## config.mk

```make
export PLATFORM = sky130hd
export DESIGN_NAME = win_scan_ctrl
export DESIGN_NICKNAME = d
export VERILOG_FILES = /design/src/rtl/win_scan_ctrl.sv
export SDC_FILE = /design/constraint.sdc
export NUM_CORES = 1
export LEC_CHECK = 0
export ABC_AREA = 1
export BUFFER_PORTS_ARGS = -buffer_cell sky130_fd_sc_hd__buf_4
export CAP_MARGIN = 15
export CORE_UTILIZATION = 35
export CTS_CLUSTER_SIZE = 40
export DETAILED_ROUTE_END_ITERATION = 10
export GPL_TIMING_DRIVEN = 0
export HOLD_SLACK_MARGIN = 0.08
export PLACE_DENSITY = 0.59
export SLEW_MARGIN = 20
export SYNTH_ARGS = -nofsm -noshare
export SYNTH_HDL_FRONTEND = slang
export SYNTH_SLANG_ARGS = --single-unit
export TNS_END_PERCENT = 1
```

## constraint.sdc

```tcl
create_clock -name clk -period 2.3 [get_ports clk]
set_clock_uncertainty 0.1 [all_clocks]
set_input_delay 0.345 -clock clk [delete_from_list [all_inputs] [get_ports clk]]
set_output_delay 0.345 -clock clk [all_outputs]
set_load 0.005 [all_outputs]
```

## src/rtl/win_scan_ctrl.sv

```systemverilog
// Sequencing controller for the 3x3 sliding-window filter: raster-scans window
// origins, delays each read by the filter latency to produce writebacks, then signals done.
module win_scan_ctrl #(
  parameter int unsigned IMG_W    = 64,
  parameter int unsigned IMG_H    = 64,
  parameter int unsigned PIPE_LAT = 3,
  parameter int unsigned ADDR_W   = 7
) (
  input  logic              clk,
  input  logic              rst,
  input  logic              start,
  input  logic              stall,
  output logic              busy,
  output logic              done,
  output logic              rd,
  output logic [ADDR_W-1:0] rd_row,
  output logic [ADDR_W-1:0] rd_col,
  output logic              wr,
  output logic [ADDR_W-1:0] wr_row,
  output logic [ADDR_W-1:0] wr_col
);

  localparam logic [ADDR_W-1:0] LAST_COL = ADDR_W'(IMG_W - 1);
  localparam logic [ADDR_W-1:0] LAST_ROW = ADDR_W'(IMG_H - 1);

  typedef enum logic [1:0] {
    S_IDLE  = 2'd0,
    S_SCAN  = 2'd1,
    S_DRAIN = 2'd2,
    S_DONE  = 2'd3
  } state_t;

  state_t            r_state;
  state_t            w_next;
  logic              w_issue;
  logic              w_shift;
  logic              w_at_end;
  logic              w_tail_last;

  logic [ADDR_W-1:0] r_cnt_row;
  logic [ADDR_W-1:0] r_cnt_col;

  // Latency tracker: entry 0 receives the read issued this cycle, the tail feeds wr.
  logic [PIPE_LAT-1:0] r_dl_vld;
  logic [ADDR_W-1:0]   r_dl_row [PIPE_LAT];
  logic [ADDR_W-1:0]   r_dl_col [PIPE_LAT];

  logic              r_busy;
  logic              r_done;
  logic              r_rd;
  logic [ADDR_W-1:0] r_rd_row;
  logic [ADDR_W-1:0] r_rd_col;
  logic              r_wr;
  logic [ADDR_W-1:0] r_wr_row;
  logic [ADDR_W-1:0] r_wr_col;

  // Next-state and per-cycle control decode
  always_comb begin
    w_next      = r_state;
    w_issue     = 1'b0;
    w_shift     = 1'b0;
    w_at_end    = (r_cnt_row == LAST_ROW) && (r_cnt_col == LAST_COL);
    w_tail_last = r_dl_vld[PIPE_LAT-1] &&
                  (r_dl_row[PIPE_LAT-1] == LAST_ROW) &&
                  (r_dl_col[PIPE_LAT-1] == LAST_COL);
    case (r_state)
      S_IDLE: begin
        if (start) w_next = S_SCAN;
      end
      S_SCAN: begin
        w_issue = !stall;
        w_shift = !stall;
        if (!stall && w_at_end) w_next = S_DRAIN;
      end
      S_DRAIN: begin
        w_shift = !stall;
        if (!stall && w_tail_last) w_next = S_DONE;
      end
      S_DONE: begin
        w_next = S_IDLE;
      end
      default: begin
        w_next = S_IDLE;
      end
    endcase
  end

  always_ff @(posedge clk) begin
    if (rst) begin
      r_state   <= S_IDLE;
      r_cnt_row <= '0;
      r_cnt_col <= '0;
      r_dl_vld  <= '0;
      for (int i = 0; i < int'(PIPE_LAT); i++) begin
        r_dl_row[i] <= '0;
        r_dl_col[i] <= '0;
      end
      r_busy    <= 1'b0;
      r_done    <= 1'b0;
      r_rd      <= 1'b0;
      r_rd_row  <= '0;
      r_rd_col  <= '0;
      r_wr      <= 1'b0;
      r_wr_row  <= '0;
      r_wr_col  <= '0;
    end else begin
      r_state <= w_next;
      r_busy  <= (r_state == S_SCAN) || (r_state == S_DRAIN);
      r_done  <= (r_state == S_DONE);
      r_rd    <= w_issue;

      if ((r_state == S_IDLE) && start) begin
        r_cnt_row <= '0;
        r_cnt_col <= '0;
      end else if (w_issue) begin
        r_rd_row <= r_cnt_row;
        r_rd_col <= r_cnt_col;
        if (r_cnt_col == LAST_COL) begin
          r_cnt_col <= '0;
          r_cnt_row <= r_cnt_row + ADDR_W'(1);
        end else begin
          r_cnt_col <= r_cnt_col + ADDR_W'(1);
        end
      end

      // A stalled cycle holds the line and suppresses wr; the tail reappears afterwards
      if (w_shift) begin
        r_wr        <= r_dl_vld[PIPE_LAT-1];
        r_wr_row    <= r_dl_row[PIPE_LAT-1];
        r_wr_col    <= r_dl_col[PIPE_LAT-1];
        for (int i = int'(PIPE_LAT) - 1; i > 0; i--) begin
          r_dl_vld[i] <= r_dl_vld[i-1];
          r_dl_row[i] <= r_dl_row[i-1];
          r_dl_col[i] <= r_dl_col[i-1];
        end
        r_dl_vld[0] <= w_issue;
        r_dl_row[0] <= r_cnt_row;
        r_dl_col[0] <= r_cnt_col;
      end else begin
        r_wr <= 1'b0;
      end
    end
  end

  assign busy   = r_busy;
  assign done   = r_done;
  assign rd     = r_rd;
  assign rd_row = r_rd_row;
  assign rd_col = r_rd_col;
  assign wr     = r_wr;
  assign wr_row = r_wr_row;
  assign wr_col = r_wr_col;

endmodule

```

## Yosys cells after proc, flatten, opt, wreduce, memory -nomap -nowiden

Memories as Yosys holds them, arrays and structs flattened.
Cells that the tools add are included.

| word-level totals | value |
|---|---|
| register bits | 51 |
| RAM bits | 42 |
| bits of input ports | 4 |
| output and inout port bits | 32 |
| word-level logic and storage cells | 67 |
| memories | 2 |

Memory list:

| memory | depth | bits a word | read ports | clocked after memory_dff | wr ports | line | text |
|---|---|---|---|---|---|---|---|
| r_dl_col | 3 | 7 | 3 | 0 | 3 | 46 | `logic [ADDR_W-1:0] r_dl_col [PIPE_LAT];` |
| r_dl_row | 3 | 7 | 3 | 0 | 3 | 45 | `logic [ADDR_W-1:0] r_dl_row [PIPE_LAT];` |

| operators by class | value |
|---|---|
| add/sub/neg operators | 2 |
| equal/unequal tests | 10 |
| multiplexer cells | 18 |
| bitwise operators | 8 |
| reduce and logical (&&, ||, !) cells | 15 |

Operator list:

| cell | count |
|---|---|
| 7-bit two-way mux | 7 |
| 7-bit by 6-bit == test with 1-bit output, second input constant | 4 |
| 7-bit by 1-bit adder with 7-bit output, second input constant | 2 |
| 2-bit one-hot mux with 4 select lines | 1 |
| 1-bit two-way mux | 7 |
| 1-bit logical AND | 6 |
| 2-bit two-way mux | 3 |
| 2-bit != test, second input constant | 3 |
| 1-bit bitwise OR | 6 |
| 2-bit OR reduction | 3 |
| 2-bit == test, second input constant | 2 |
| 2-bit AND reduction | 2 |
| 3-bit AND reduction | 1 |
| 2-bit by 1-bit == test with 1-bit output, second input constant | 1 |
| 2-bit zero test | 1 |
| 1-bit inverter | 2 |
| 1-bit zero test | 1 |
| 1-bit logical OR | 1 |

## Longest topological paths before layout

| logic depth | value |
|---|---|
| depth after elaboration | 7 |
| gate-level depth with buffers | 10 |
| gate-level depth less buffers | 10 |

## Least setup slack after synthesis

No wires, ideal clock.

| timing | value |
|---|---|
| kind | register to register |
| start point | reg r_state[0] |
| end point | mem r_dl_col[0][0] (enable) |
| setup time | 0.382 ns |
| arrival | 1.636 ns |
| data required time | 1.818 ns |
| setup slack | 0.182 ns |
| stages on the path, launching flop included | 6 |
| buffers on the path | 1 |
| clock period less this slack | 2.118 ns |
| cells stage by stage | dfxtp_1 inv_1 ha_1 inv_1 o21ai_2 buf_2 |

RTL lines:

| item | line | text |
|---|---|---|
| start, declared | 33 | `state_t r_state;` |
| start signal, assigned | 107 | `r_state <= w_next;` |
| end, declared | 46 |  |

==> impl_metrics.toml <==
[route]
firstDrtPassIters = 6
drt_iter0_drc = 69
route.detailed.drc = 0
detail-route-antenna-nets = 0
routed-via-count = 2444
viasPerCell = 4.31
wl_per_cell_um = 10.9
finalWirelength_um = 6180

[outcome]
status = "finished, final reports clean"

[place]
io_buffers = 35
gp_congestion = 0.823
place_ws_ps = -254
place_area_sq_um = 4090
place_inst = 551
dp_hpwl_um = 4360

[pwr]
leakage_nw = 1.73
ir_worst_vdd_uv = 418
p_per_area_nw_per_um2 = 953

[floorplan]
io-pin-count = 36
initial_utilization = 0.368
core.rowCount = 36
core_area_sq_um = 9950
die_area_sq_um = 10900
die_h_um = 104
dieWidth_um = 104

[synth]
ys_warn_count = 0
syn-instance-count = 383
synth_area_leader_cell = "edfxtp_1"
netlist_area_sq_um = 3660
synth_top_area_frac = 0.345
syn_area_per_cell_sq_um = 9.55
synth_fp_nets = 394
yosys_register_bits = 93
synth_cell_types = 27
yosys-top-cells-area = "edfxtp_1 34%, dfxtp_1 28%, inv_1 8.2%, nor2_1 6.5%, o21ai_0 4.4%"
ys_seq_area_frac = 0.624

[timing]
worstMarginPinSlew_ps = 411
rsz0062_at_grt = "no"
period_share = 0.914
setup_ws_ps = 198
setup_viol = 0
hold_viol = 0
relSlewSlack = 0.726
fmax_ghz = 0.476
period_minus_slack_ps = 2100
finalMaxSlewViolations = 0

[clock_network]
clockBufferDepth = 2
clk_latency_ps = 350
cts_tree = "yes"
ctsHoldBuffers = 0
clock_tree.root_cell = "clkbuf_8"
htreeDepth = 3
clock_sinks = 93
clk_pin_slew_ps = 90
numCtsBuffers = 9

[critical_path]
critical-path-max-stage-delay_ps = 420
path_max_fanout = 51
worst-path-buf-inv = 3
cp-start-kind = "flop"
cp_data_arrival_time_ps = 2010
path_cells = "inv_1, ha_1, inv_1, o21ai_2, buf_6"
cp_slowest_cell = "buf_6"
cpMostUsedCell = "inv_1"
path_delay_family = "buffers and inverters"
crit_type = "flop to flop"
cp.required_ps = 2210
worstSetupEndpointType = "flop"

[final_layout]
n_fill_cell = 973
area_growth_pct = 17.5
diodes = 0
final_nets = 440
fin_util = 0.432
stdcell_count = 567
final_area_sq_um = 4300
drive_gt1_frac = 0.154
layout_commonest_cell = "inv_1"
final_cell_mix = "80 x inv_1, 63 x nor2_1, 51 x dfxtp_1"

[grt]
first_global_vias = 2302
grt_pass1_wl_um = 10500
grt_overflow_total = 0
grt_max_degree = 52
antenna_found_initial = 0
grtUsageTotal = 0.122

[job]
cap_viol_max_count = 0

[hold_path]
min_path_type = "input pin to flop"
## worst register-to-register path, stage by stage, from the launching register on
cell	delay, ps
dfxtp_1	380
inv_1	100
ha_1	300
inv_1	90
o21ai_2	340
buf_6	420
## sequential cells by signal, indices dropped and copies added (netlist names)
signal     cells
r_dl_col      21
r_dl_row      21
r_cnt_col      7
r_cnt_row      7
rd_col         7
rd_row         7
wr_col         7
wr_row         7
r_dl_vld       3
r_state        2
busy           1
done           1
rd             1
wr             1
## cells in the mapped netlist (all sizes together)
cell type,number
inv,82
nor2,68
dfxtp,51
edfxtp,42
o21ai,33
nand2,31
nand3,23
a21oi,18
buf,8
ha,7
nand4,4
xor2,4
a211oi,3
nor3,3
clkbuf,2
o22ai,2
a311oi,1
nor3b,1
## per-stage QoR
stage	power, mW	hold WS, ps	TNS, ps
floorplan	2.70	316	0
global placement	2.99	357	-9550
detailed placement	3.01	361	-12300
CTS	4.13	107	0
global route	4.34	114	0
finish	4.10	119	0
## metal layers
layer	vias up	track usage	share of wire
met1	1063	0.156	0.48
met4	0	0.0806	0.035
met2	55	0.189	0.44
met5	-	0	0
met3	16	0.0238	0.044
li1	1310	-	-
## layout make-up
cell class,instances,area [sq um],area share
repair buffers,35,263,0.0611
multi-input cells,198,1010,0.236
inverters,82,308,0.0716
flip-flops and latches,93,2280,0.531
clock buffers,10,128,0.0297
plain buffers,10,60.1,0.0140
clock inverters,6,77.6,0.0180
well taps,133,166,0.0387
## worst paths after layout
path / start / endpoint / slack [ps] / cells past startpoint
max: r_state[0]$_SDFFE_PP0P_ / r_dl_row[0][8]$_SDFFCE_PN0P_ / 200 / 5
min: rst / rd_col[0]$_SDFFE_PP0P_ / 120 / 2
min reg2reg: wr_row[5]$_SDFFE_PP0P_ / wr_row[5]$_SDFFE_PP0P_ / 370 / 2
max reg2reg: r_state[0]$_SDFFE_PP0P_ / r_dl_row[0][8]$_SDFFCE_PN0P_ / 200 / 5
## repair_timing
| item | 4_1_cts | 5_1_grt |
|---|---|---|
| setup endpoints to repair | 51 | 51 |
| buffers inserted | 0 | 0 |
| resized for setup | 1 | 1 |
## kinds of logic (layout without fill, tap and decap cells)
| family | count (synthesis) | after routing | share of synthesized area |
|---|---|---|---|
| AO/OA/AOI/OAI | 57 | 57 | 0.0841 |
| XOR/XNOR | 4 | 4 | 0.00957 |
| adder cells (fa/ha/maj) | 7 | 7 | 0.0239 |
| buffers and inverters | 92 | 143 | 0.0988 |
| flip-flops | 93 | 93 | 0.624 |
| AND/OR/NAND/NOR | 130 | 130 | 0.160 |
## power breakdown
group	internal, mW	total (mW)	switching (mW)
sequential	2.07	2.19	0.118
clock	0.602	1.12	0.523
combinational	0.297	0.786	0.489
total	2.97	4.10	1.13
Note: power is estimated with default switching activity, not from simulation.
